### src/rtl/i2s_tx.sv
// i2s_tx: stereo I2S transmitter and frame-locked sample-clock generator
// clk, aclr_n: system clock and asynchronous active-low reset
// sample_l, sample_r, attn, mute, mono: frame inputs, sampled only at the frame boundary
// bclk, lrck, sdata: I2S bus; clk_sample: copy of lrck that steps the upstream voices
// frame_start: one-clk pulse in the cycle after each frame boundary
module i2s_tx #(
  parameter int BCLK_DIV = 8,
  parameter int SLOT_W = 32
) (
  input  logic        clk,
  input  logic        aclr_n,
  input  logic [15:0] sample_l,
  input  logic [15:0] sample_r,
  input  logic [2:0]  attn,
  input  logic        mute,
  input  logic        mono,
  output logic        bclk,
  output logic        lrck,
  output logic        sdata,
  output logic        clk_sample,
  output logic        frame_start
);
  localparam int DW = BCLK_DIV > 1 ? $clog2(BCLK_DIV) : 1;
  localparam int BW = $clog2(2 * SLOT_W);
  logic [DW-1:0] div_cnt;
  logic [BW-1:0] bit_cnt, bit_nx, p_nx;
  logic [15:0] sh_l, sh_r, word_l, word_r;
  logic tick, fall, wrap, in_r, active;
  always_comb begin
    tick = div_cnt == DW'(BCLK_DIV - 1);
    fall = tick && bclk;
    wrap = bit_cnt == BW'(2 * SLOT_W - 1);
    bit_nx = wrap ? '0 : bit_cnt + 1'b1;
    in_r = bit_nx >= BW'(SLOT_W);
    p_nx = in_r ? bit_nx - BW'(SLOT_W) : bit_nx;
    active = p_nx >= BW'(1) && p_nx <= BW'(16);
    word_l = mute ? '0 : 16'($signed(sample_l) >>> attn);
    word_r = mute ? '0 : 16'($signed(mono ? sample_l : sample_r) >>> attn);
  end
  assign clk_sample = lrck;
  always_ff @(posedge clk or negedge aclr_n)
    if (!aclr_n) begin
      div_cnt <= '0;
      bit_cnt <= '0;
      bclk <= 1'b0;
      lrck <= 1'b0;
      sdata <= 1'b0;
      frame_start <= 1'b0;
      sh_l <= '0;
      sh_r <= '0;
    end else begin
      frame_start <= fall && wrap;
      div_cnt <= tick ? '0 : div_cnt + 1'b1;
      if (tick) bclk <= !bclk;
      if (fall) begin
        bit_cnt <= bit_nx;
        lrck <= in_r;
        sdata <= active && (in_r ? sh_r[15] : sh_l[15]);
        if (wrap) begin
          sh_l <= word_l;
          sh_r <= word_r;
        end else if (active && in_r) sh_r <= sh_r << 1;
        else if (active) sh_l <= sh_l << 1;
      end
    end
endmodule

### config.mk
export PLATFORM = sky130hd
export DESIGN_NAME = i2s_tx
export DESIGN_NICKNAME = d
export VERILOG_FILES = /design/src/rtl/i2s_tx.sv
export SDC_FILE = /design/constraint.sdc
export NUM_CORES = 1
export LEC_CHECK = 0
export BUFFER_PORTS_ARGS = -buffer_cell sky130_fd_sc_hd__buf_2
export CAP_MARGIN = 20
export CORE_UTILIZATION = 40
export DETAILED_ROUTE_END_ITERATION = 8
export SYNTH_ARGS = -nofsm -noshare
export SYNTH_HDL_FRONTEND = slang
export SYNTH_SLANG_ARGS = --single-unit
### constraint.sdc
create_clock -name clk -period 2.8 [get_ports clk]
set_clock_uncertainty 0.15 [all_clocks]
set_input_delay 0.56 -clock clk [delete_from_list [all_inputs] [get_ports clk]]
set_output_delay 0.56 -clock clk [all_outputs]
set_load 0.005 [all_outputs]
# Yosys cells after proc, flatten, opt, wreduce, memory -nomap -nowiden
# Cells that the tools add are included.
# word_totals
register_bits	45
output_inout_bits	5
word_cells	41
# op_classes
add_sub_neg	3
magnitude_cmp	3
n_eq_ne	3
shifts	2
n_mux	12
n_reduce_logical	10
# ops
cell	n
16-bit two-way mux	8
16-bit by 3-bit >>> shifter with 16-bit output	2
6-bit two-way mux	2
6-bit by 1-bit adder with 6-bit output, second input constant	1
6-bit equality test, second input constant	1
6-bit by 1-bit greater-or-equal comparator with 1-bit output, second input constant	1
6-bit greater-or-equal comparator, second input constant	1
6-bit by 5-bit <= comparator with 1-bit output, second input constant	1
6-bit subtractor, second input constant	1
1-bit logical AND	5
2-bit nonzero test	2
3-bit by 1-bit adder with 3-bit output, second input constant	1
3-bit equality test, second input constant	1
3-bit two-way mux	1
3-bit AND reduction	1
2-bit inequality test, second input constant	1
2-bit AND reduction	1
1-bit logical NOT	1
1-bit two-way mux	1

# Logic depth before layout (Yosys ltp)
# Gate-level depths: netlist of run 1.
# logic_depth
depth_word	9
depth_mapped	8

# Worst setup path before layout of run 1
# OpenSTA, ideal clock, no wires.
# synth_path
path_kind	input to register
from	input attn[1]
to	register sh_r[2]
setup_time_ps	125
t_arrival_ps	2076
required_ps	2525
path_slack_ps	449
path_stages	6
path_buffers	1
path_cell_list	buf_2 > mux4_2 > mux2_2 > a32oi_1 > o21ai_0 > mux2_2
# synth_between
elab_chain_cells	3
# synth_lines
element	line	text
from (decl)	14	input logic [2:0] attn,
16-bit by 3-bit >>> shifter with 16-bit output	38	word_r = mute ? '0 : 16'($signed(mono ? sample_l : sample_r) >>> attn);
16-bit two-way mux	38	
16-bit two-way mux	59	if (wrap) begin
to (signal assigned)	61	sh_r <= word_r;
to (signal assigned)	62	end else if (active && in_r) sh_r <= sh_r << 1;
to (decl)	27	logic [15:0] sh_l, sh_r, word_l, word_r;
# No other way between the ends.
# A chain may end at the register's enable or synchronous reset.

# Worst setup path in the final report of run 1
# layout_path
from	register bit_cnt[0]
to	register sh_r[8]
# layout_between
elab_chain_cells	9
elab_cells_between_ends	13
# layout_lines
element	line	text
from (decl)	26	logic [BW-1:0] bit_cnt, bit_nx, p_nx;
from (signal assigned)	56	bit_cnt <= bit_nx;
6-bit by 1-bit adder with 6-bit output or 6-bit equality test (tied branches)	33, 32	
6-bit two-way mux	33	bit_nx = wrap ? '0 : bit_cnt + 1'b1;
6-bit subtractor or 6-bit greater-or-equal comparator (tied branches)	35, 34	
6-bit two-way mux	35	p_nx = in_r ? bit_nx - BW'(SLOT_W) : bit_nx;
6-bit by 1-bit greater-or-equal comparator with 1-bit output or 6-bit by 5-bit <= comparator with 1-bit output (tied branches)	36	active = p_nx >= BW'(1) && p_nx <= BW'(16);
1-bit logical AND	36	
1-bit logical AND	62	
2-bit nonzero test (no line)	n/a	
2-bit AND reduction (no line)	n/a	
# Parallel ways exist; a longest one is shown, timed or not.

==> flow_summary_export.csv, run 1 <==
group,metric,value,unit
run_status,outcome,"complete, no violations",
clock_tree,h-tree-depth,2,
synth,ys_seq_area_share,32.1,%
routing,avgRoutedWirePerCell,17.0,um
routing,dr_total_vias,2726,
sta,fin_setup_tns,0,ns
synth,yosysWarnings,0,
global_route,grt-ovfl-total,0,
floorplan,num_io_pins,44,
routing,post-route-drc-count,0,
critical_path,rr_endpoint,"sh_r[8]",
floorplan,die-area,9160,um2
pwr,powerDensity,385,nW/um2
critical_path,arrival,2.56,ns
routing,drt_iter0_drc,149,
clock_tree,clk_latency,0.30,ns
floorplan,row_count,33,
clock_tree,cts_buffers,5,
global_route,grt_use_total,19.4,%
pwr,leakage,1.76,nW
pwr,peakVddDrop,0.253,mV
global_route,antenna_found_initial,0,
critical_path,critPathMaxFanout,16,
critical_path,critPathLaunchType,"register",
synth,avgSynthCellArea,10.7,um2
sta,finalCritPeriodShare,89.8,%
clock_tree,post_cts_buffers,0,
sta,fmax,398,MHz
sta,setup_viol_count_final,0,
pwr,fin_total_pwr,1.52,mW
routing,ant_nets,0,
floorplan,core,8340,um2
clock_tree,clk_pin_slew,0.09,ns
critical_path,reg2reg_slack,0.28,ns
critical_path,r2r-start,"bit_cnt[0]",
placed_design,gp_congestion,0.876,
synth,ys_async_sr_fraction,100,%
global_route,grt_max_degree,36,
sta,maxSlewHeadroom,57.7,%
clock_tree,root_buffer,"clkbuf_8",
placed_design,dp_hpwl,6170,um
critical_path,path_class,"reg2reg",
synth,synth_fp_nets,370,
cells_and_area,nets,408,
min_path,hp-class,"in2async",
synth,syn_area,3510,um2
global_route,grt_pass1_wl,13700,um
floorplan,die_w,95.7,um
clock_tree,cts_resized,0,
global_route,grt_pass1_vias,2703,
cells_and_area,drive_gt1_share,35.5,%
cells_and_area,area_growth,12.8,%
routing,routed_wl,8020,um
synth,netlist_instances,327,
critical_path,critical_path_required,2.84,ns
sta,rsz0062_at_grt,"no",
synth,synth.distinct_cells,53,
sta,max_slew.worst_pin.slew,0.635,ns
cells_and_area,insertedDiodeCount,0,
synth,ys_seq_elements,45,
floorplan,die_y,95.7,um
synth,ys.flop_type,"dfrtp_1",
sta,finalHoldViolations,0,
sta,finalMaxSlewViolations,0,
synth,synth_enable_flop_cells,0,
flow_run,maxCapViolations,0,
cells_and_area,final_cell_mix,"nand2_1 (47), dfrtp_1 (45), buf_2 (43)",
clock_tree,cts.sinks,45,
critical_path,endpoint_kind,"register",
routing,first_pass_iters,4,
cells_and_area,mostFrequentLayoutCell,"nand2_1",
critical_path,ff2ff_path_depth,7,
sta,period_needed,2.52,ns
cells_and_area,fill_cells,794,
clock_tree,cts_buffer_depth,2,
floorplan,start_util,42.1,%
clock_tree,tritoncts,"built",
routing,routed_via_density,5.79,
placed_design,io_buffer_count,43,
clock_tree,ctsHoldBuffers,0,
==> cell type report <==
class	instances	area, um2	share of cell area (%)
well taps	105	131	3.32
multi-input cells	249	2220	56.1
clock buffers	5	68.8	1.74
inverters	8	30.0	0.758
flip-flops and latches	45	1130	28.4
repair buffers	56	313	7.90
clock inverters	3	68.8	1.74
==> registers in the layout (all words and copies together) (netlist names) <==
signal / cells
sh_l: 16
sh_r: 16
frame_start: 1
bit_cnt: 6
div_cnt: 3
bclk: 1
clk_sample: 1
sdata: 1
==> cells in the mapped netlist (all sizes together), types with 2 or more instances <==
cell type	number	share of area, %
a21boi	2	0.43
a21o	2	0.43
a21oi	4	0.57
a22o	4	1.0
a31oi	2	0.78
a32o	2	0.57
a32oi	2	0.50
and2	3	0.53
and3	2	0.53
buf	14	2.6
clkbuf	11	1.2
dfrtp	45	32
ha	4	1.4
inv	7	0.75
mux2	36	13
mux2i	32	9.1
mux4	24	15
nand2	47	5.0
nand3	9	1.4
nand3b	2	0.43
nor2	11	1.2
nor2b	4	0.71
nor3	3	0.43
o211ai	4	0.86
o21ai	28	4.0
o311ai	2	0.50
o31ai	2	0.43
xnor2	2	0.50
==> critical path: stages (launching register included) <==
cell and delay, ns:
dfrtp_1 0.43, inv_1 0.10, ha_1 0.21, nor2b_1 0.13, nor4b_1 0.31, a211oi_2 0.14, a31oi_4 0.54, mux2_2 0.40
==> power by group <==
group	internal, mW	switching, mW
clock	0.359	0.244
combinational	0.128	0.143
sequential	0.649	0
total	1.14	0.387
==> layer usage <==
metal,track usage (%),up-vias,part of all wire [%]
li1,-,1309,-
met1,28.3,1318,49
met2,30.4,91,44
met3,1.74,8,5.0
met4,5.97,0,1.5
met5,0,-,0
==> logic make-up after synthesis <==
| kind of cell | Yosys count | share of synthesized area [%] |
|---|---|---|
| mux | 92 | 37.2 |
| simple gates | 87 | 11.5 |
| compound gates | 63 | 12.4 |
| flops | 45 | 32.1 |
| buf+inv | 33 | 4.63 |
| fa+ha+maj | 4 | 1.43 |
| xor+xnor | 3 | 0.748 |
==> through the flow <==
step	hold slack (ns)	area, um2	cells	util [%]	setup WS [ns]
3_3_place_gp	0.265	3820	463	45.8	0.292
2_1_floorplan	0.114	3510	327	-	0.449
5_1_grt	0.174	3960	471	47.5	0.111
4_1_cts	0.147	3960	471	47.5	0.244
3_5_place_dp	0.278	3820	463	45.8	0.266
6_report	0.116	3960	471	47.5	0.285
==> worst max path at each step <==
stage | slack (ns) | depth (start not counted) | start | to
final | 0.28 | 7 | bit_cnt[0] | sh_r[8]
after global routing | 0.11 | 7 | bit_cnt[0] | sh_r[7]
after CTS | 0.24 | 7 | bit_cnt[0] | sh_r[8]
after detailed placement | 0.27 | 7 | bit_cnt[0] | sh_r[8]
after global placement | 0.29 | 6 | attn[1] | sh_r[2]
after floorplan | 0.45 | 6 | attn[1] | sh_r[2]
(Power assumes the default switching activity.)
==> inputs of run 2 (changes only) <==
GPL_TIMING_DRIVEN = 0   (was unset)
==> run 2 against run 1 <==
  * Cell count rose by 2.8%
  * Die area did not move
  * Cell area rose by 0.66%
  * First-iteration DRC count fell by 11%
  * Maximum frequency fell by 1.0%
  * Via count rose by 3.7%
  * Routed wire length rose by 8.6%
  * Combinational power rose by 3%
==> flow_summary_export.csv, run 2 (synthesized netlist as in run 1, its figures left out) <==
group,metric,value,unit
flow_run,maxCapViolations,0,
sta,fin_setup_tns,0,ns
min_path,worstHoldPathCells,1,
run_status,outcome,"complete, no violations",
min_path,hp-class,"reg2reg",
sta,setup_viol_count_final,0,
global_route,antenna_found_initial,0,
critical_path,cp_slowest_stage_delay,0.44,ns
critical_path,critPathCapture,"sh_r[4]",
critical_path,path_depth,8,
routing,ant_nets,0,
pwr,p_seq_share,47.4,%
clock_tree,cts_buffers,5,
critical_path,reg2reg_slack,0.26,ns
pwr,combPwrFrac,20.3,%
cells_and_area,final_cell_mix,"buf_2 (48), nand2_1 (47), dfrtp_1 (45)",
critical_path,r2r-start,"bit_cnt[0]",
routing,post-route-drc-count,0,
cells_and_area,reg_top3,"sh_l: 16 flops, sh_r: 16 flops, bit_cnt: 6 flops",
cells_and_area,mostFrequentLayoutCell,"buf_2",
cells_and_area,insertedDiodeCount,0,
global_route,grt_pass1_vias,2772,
global_route,grt_max_degree,46,
placed_design,io_buffer_count,42,
sta,finalHoldViolations,0,
routing,drt_iter0_drc,133,
sta,setup_ws,0.258,ns
pwr,p_sw,0.370,mW
pwr,peakVddDrop,0.155,mV
floorplan,die_y,95.7,um
clock_tree,cts_buffer_depth,2,
routing,routed_wl,8710,um
sta,fmax,393,MHz
global_route,grtUsageMet2,31.9,%
routing,routed_via_density,5.84,
sta,finalCritPeriodShare,90.8,%
sta,maxSlewHeadroom,51.9,%
cells_and_area,post-route-util,47.8,%
sta,rsz0062_at_grt,"no",
floorplan,start_util,42.1,%
pwr,clock_power_share,32.4,%
clock_tree,h-tree-depth,2,
critical_path,critical_path_required,2.89,ns
sta,period_needed,2.54,ns
global_route,grt.met3_usage,2.13,%
critical_path,path_cells,"ha_2, and3b_1, and2_1, clkbuf_1, clkbuf_1, o21ai_0, o21ai_0, mux2_2",
routing,first_pass_iters,4,
critical_path,critical-path-slowest-cell,"dfrtp_1",
critical_path,cp-startpoint,"bit_cnt[0]",
floorplan,die_w,95.7,um
sta,finalMaxSlewViolations,0,
global_route,grt_pass1_wl,14200,um
critical_path,critPathLaunchType,"register",
pwr,leakage,1.77,nW
cells_and_area,area_growth,13.5,%
floorplan,core,8340,um2
clock_tree,clk_pin_slew,0.08,ns
floorplan,die-area,9160,um2
routing,avgRoutedWirePerCell,18.0,um
critical_path,path_buf_inv,2,
global_route,grt-ovfl-total,0,
clock_tree,clk_latency,0.30,ns
critical_path,arrival,2.63,ns
pwr,swShare,27.0,%
global_route,grt_use_total,20.3,%
cells_and_area,nets,421,
sta,max_slew.worst_pin.slew,0.701,ns
cells_and_area,drive_gt1_share,34.0,%
pwr,p_int,1.00,mW
cells_and_area,fill_cells,781,
clock_tree,tritoncts,"built",
critical_path,path_class,"reg2reg",
placed_design,dp_hpwl,6780,um
global_route,top_usage_layer,"met2",
critical_path,crit_family,"buffers and inverters",
critical_path,endpoint_kind,"register",
critical_path,critPathMaxFanout,10,
clock_tree,cts.sinks,45,
critical_path,rr_endpoint,"sh_r[4]",
routing,dr_total_vias,2828,
global_route,grt_util_met1,29.5,%
floorplan,row_count,33,
placed_design,gp_congestion,0.927,
placed_design,pre_cts_ws,0.127,ns
clock_tree,root_buffer,"clkbuf_8",
floorplan,num_io_pins,44,
pwr,powerDensity,344,nW/um2
critical_path,ff2ff_path_depth,8,
==> run 2: per-stage QoR <==
| step | hold WS (ns) | instance area (um2) | instances | power (mW) |
|---|---|---|---|---|
| 3_3_place_gp | 0.265 | 3850 | 474 | 0.932 |
| 5_1_grt | 0.291 | 3990 | 484 | 1.43 |
| 2_1_floorplan | 0.114 | 3510 | 327 | 0.833 |
| 6_report | 0.284 | 3990 | 484 | 1.37 |
| 4_1_cts | 0.284 | 3960 | 482 | 1.38 |
| 3_5_place_dp | 0.272 | 3850 | 474 | 0.933 |
==> run 2: timing repair <==
item	in CTS	in global routing
hold buffers	0	1
resized for setup	0	1
hold endpoints to repair	0	5
setup endpoints to repair	0	1
buffers inserted	0	0
==> run 2: metal layers <==
metal | vias up | part of all wire, % | routed length, um
met5 | - | 0 | 0
met4 | 0 | 1.3 | 110
met3 | 10 | 5.8 | 509
met2 | 110 | 45 | 3920
met1 | 1375 | 48 | 4170
li1 | 1333 | - | -
==> run 2: worst min path at each step <==
stage                          start    endpoint  slack [ns]
final                     div_cnt[0]  div_cnt[0]        0.28
after global routing      div_cnt[0]  div_cnt[0]        0.29
after CTS                 div_cnt[0]  div_cnt[0]        0.28
after detailed placement  div_cnt[0]  div_cnt[0]        0.27
after global placement    div_cnt[0]  div_cnt[0]        0.27
after floorplan               aclr_n        bclk        0.11
==> run 2: area by class of cell <==
type                       instances  area (um2)  area share, %
multi-input combinational        249        2230           55.8
tap                              105         131           3.29
clock inverter                     1        5.00          0.126
inverter                           8        30.0          0.753
buffer                            25         133           3.33
sequential                        45        1130           28.2
timing repair buffer              44         240           6.02
clock buffer                       7        96.3           2.42
==> run 2: power by group through the flow <==
| stage | clock [mW] | combinational, mW | sequential (mW) |
|---|---|---|---|
| global route | 0.481 | 0.300 | 0.649 |
| global placement | 0 | 0.270 | 0.662 |
| CTS | 0.457 | 0.271 | 0.649 |
| detailed placement | 0 | 0.270 | 0.662 |
| floorplan | 0 | 0.170 | 0.662 |
| finish | 0.444 | 0.278 | 0.649 |
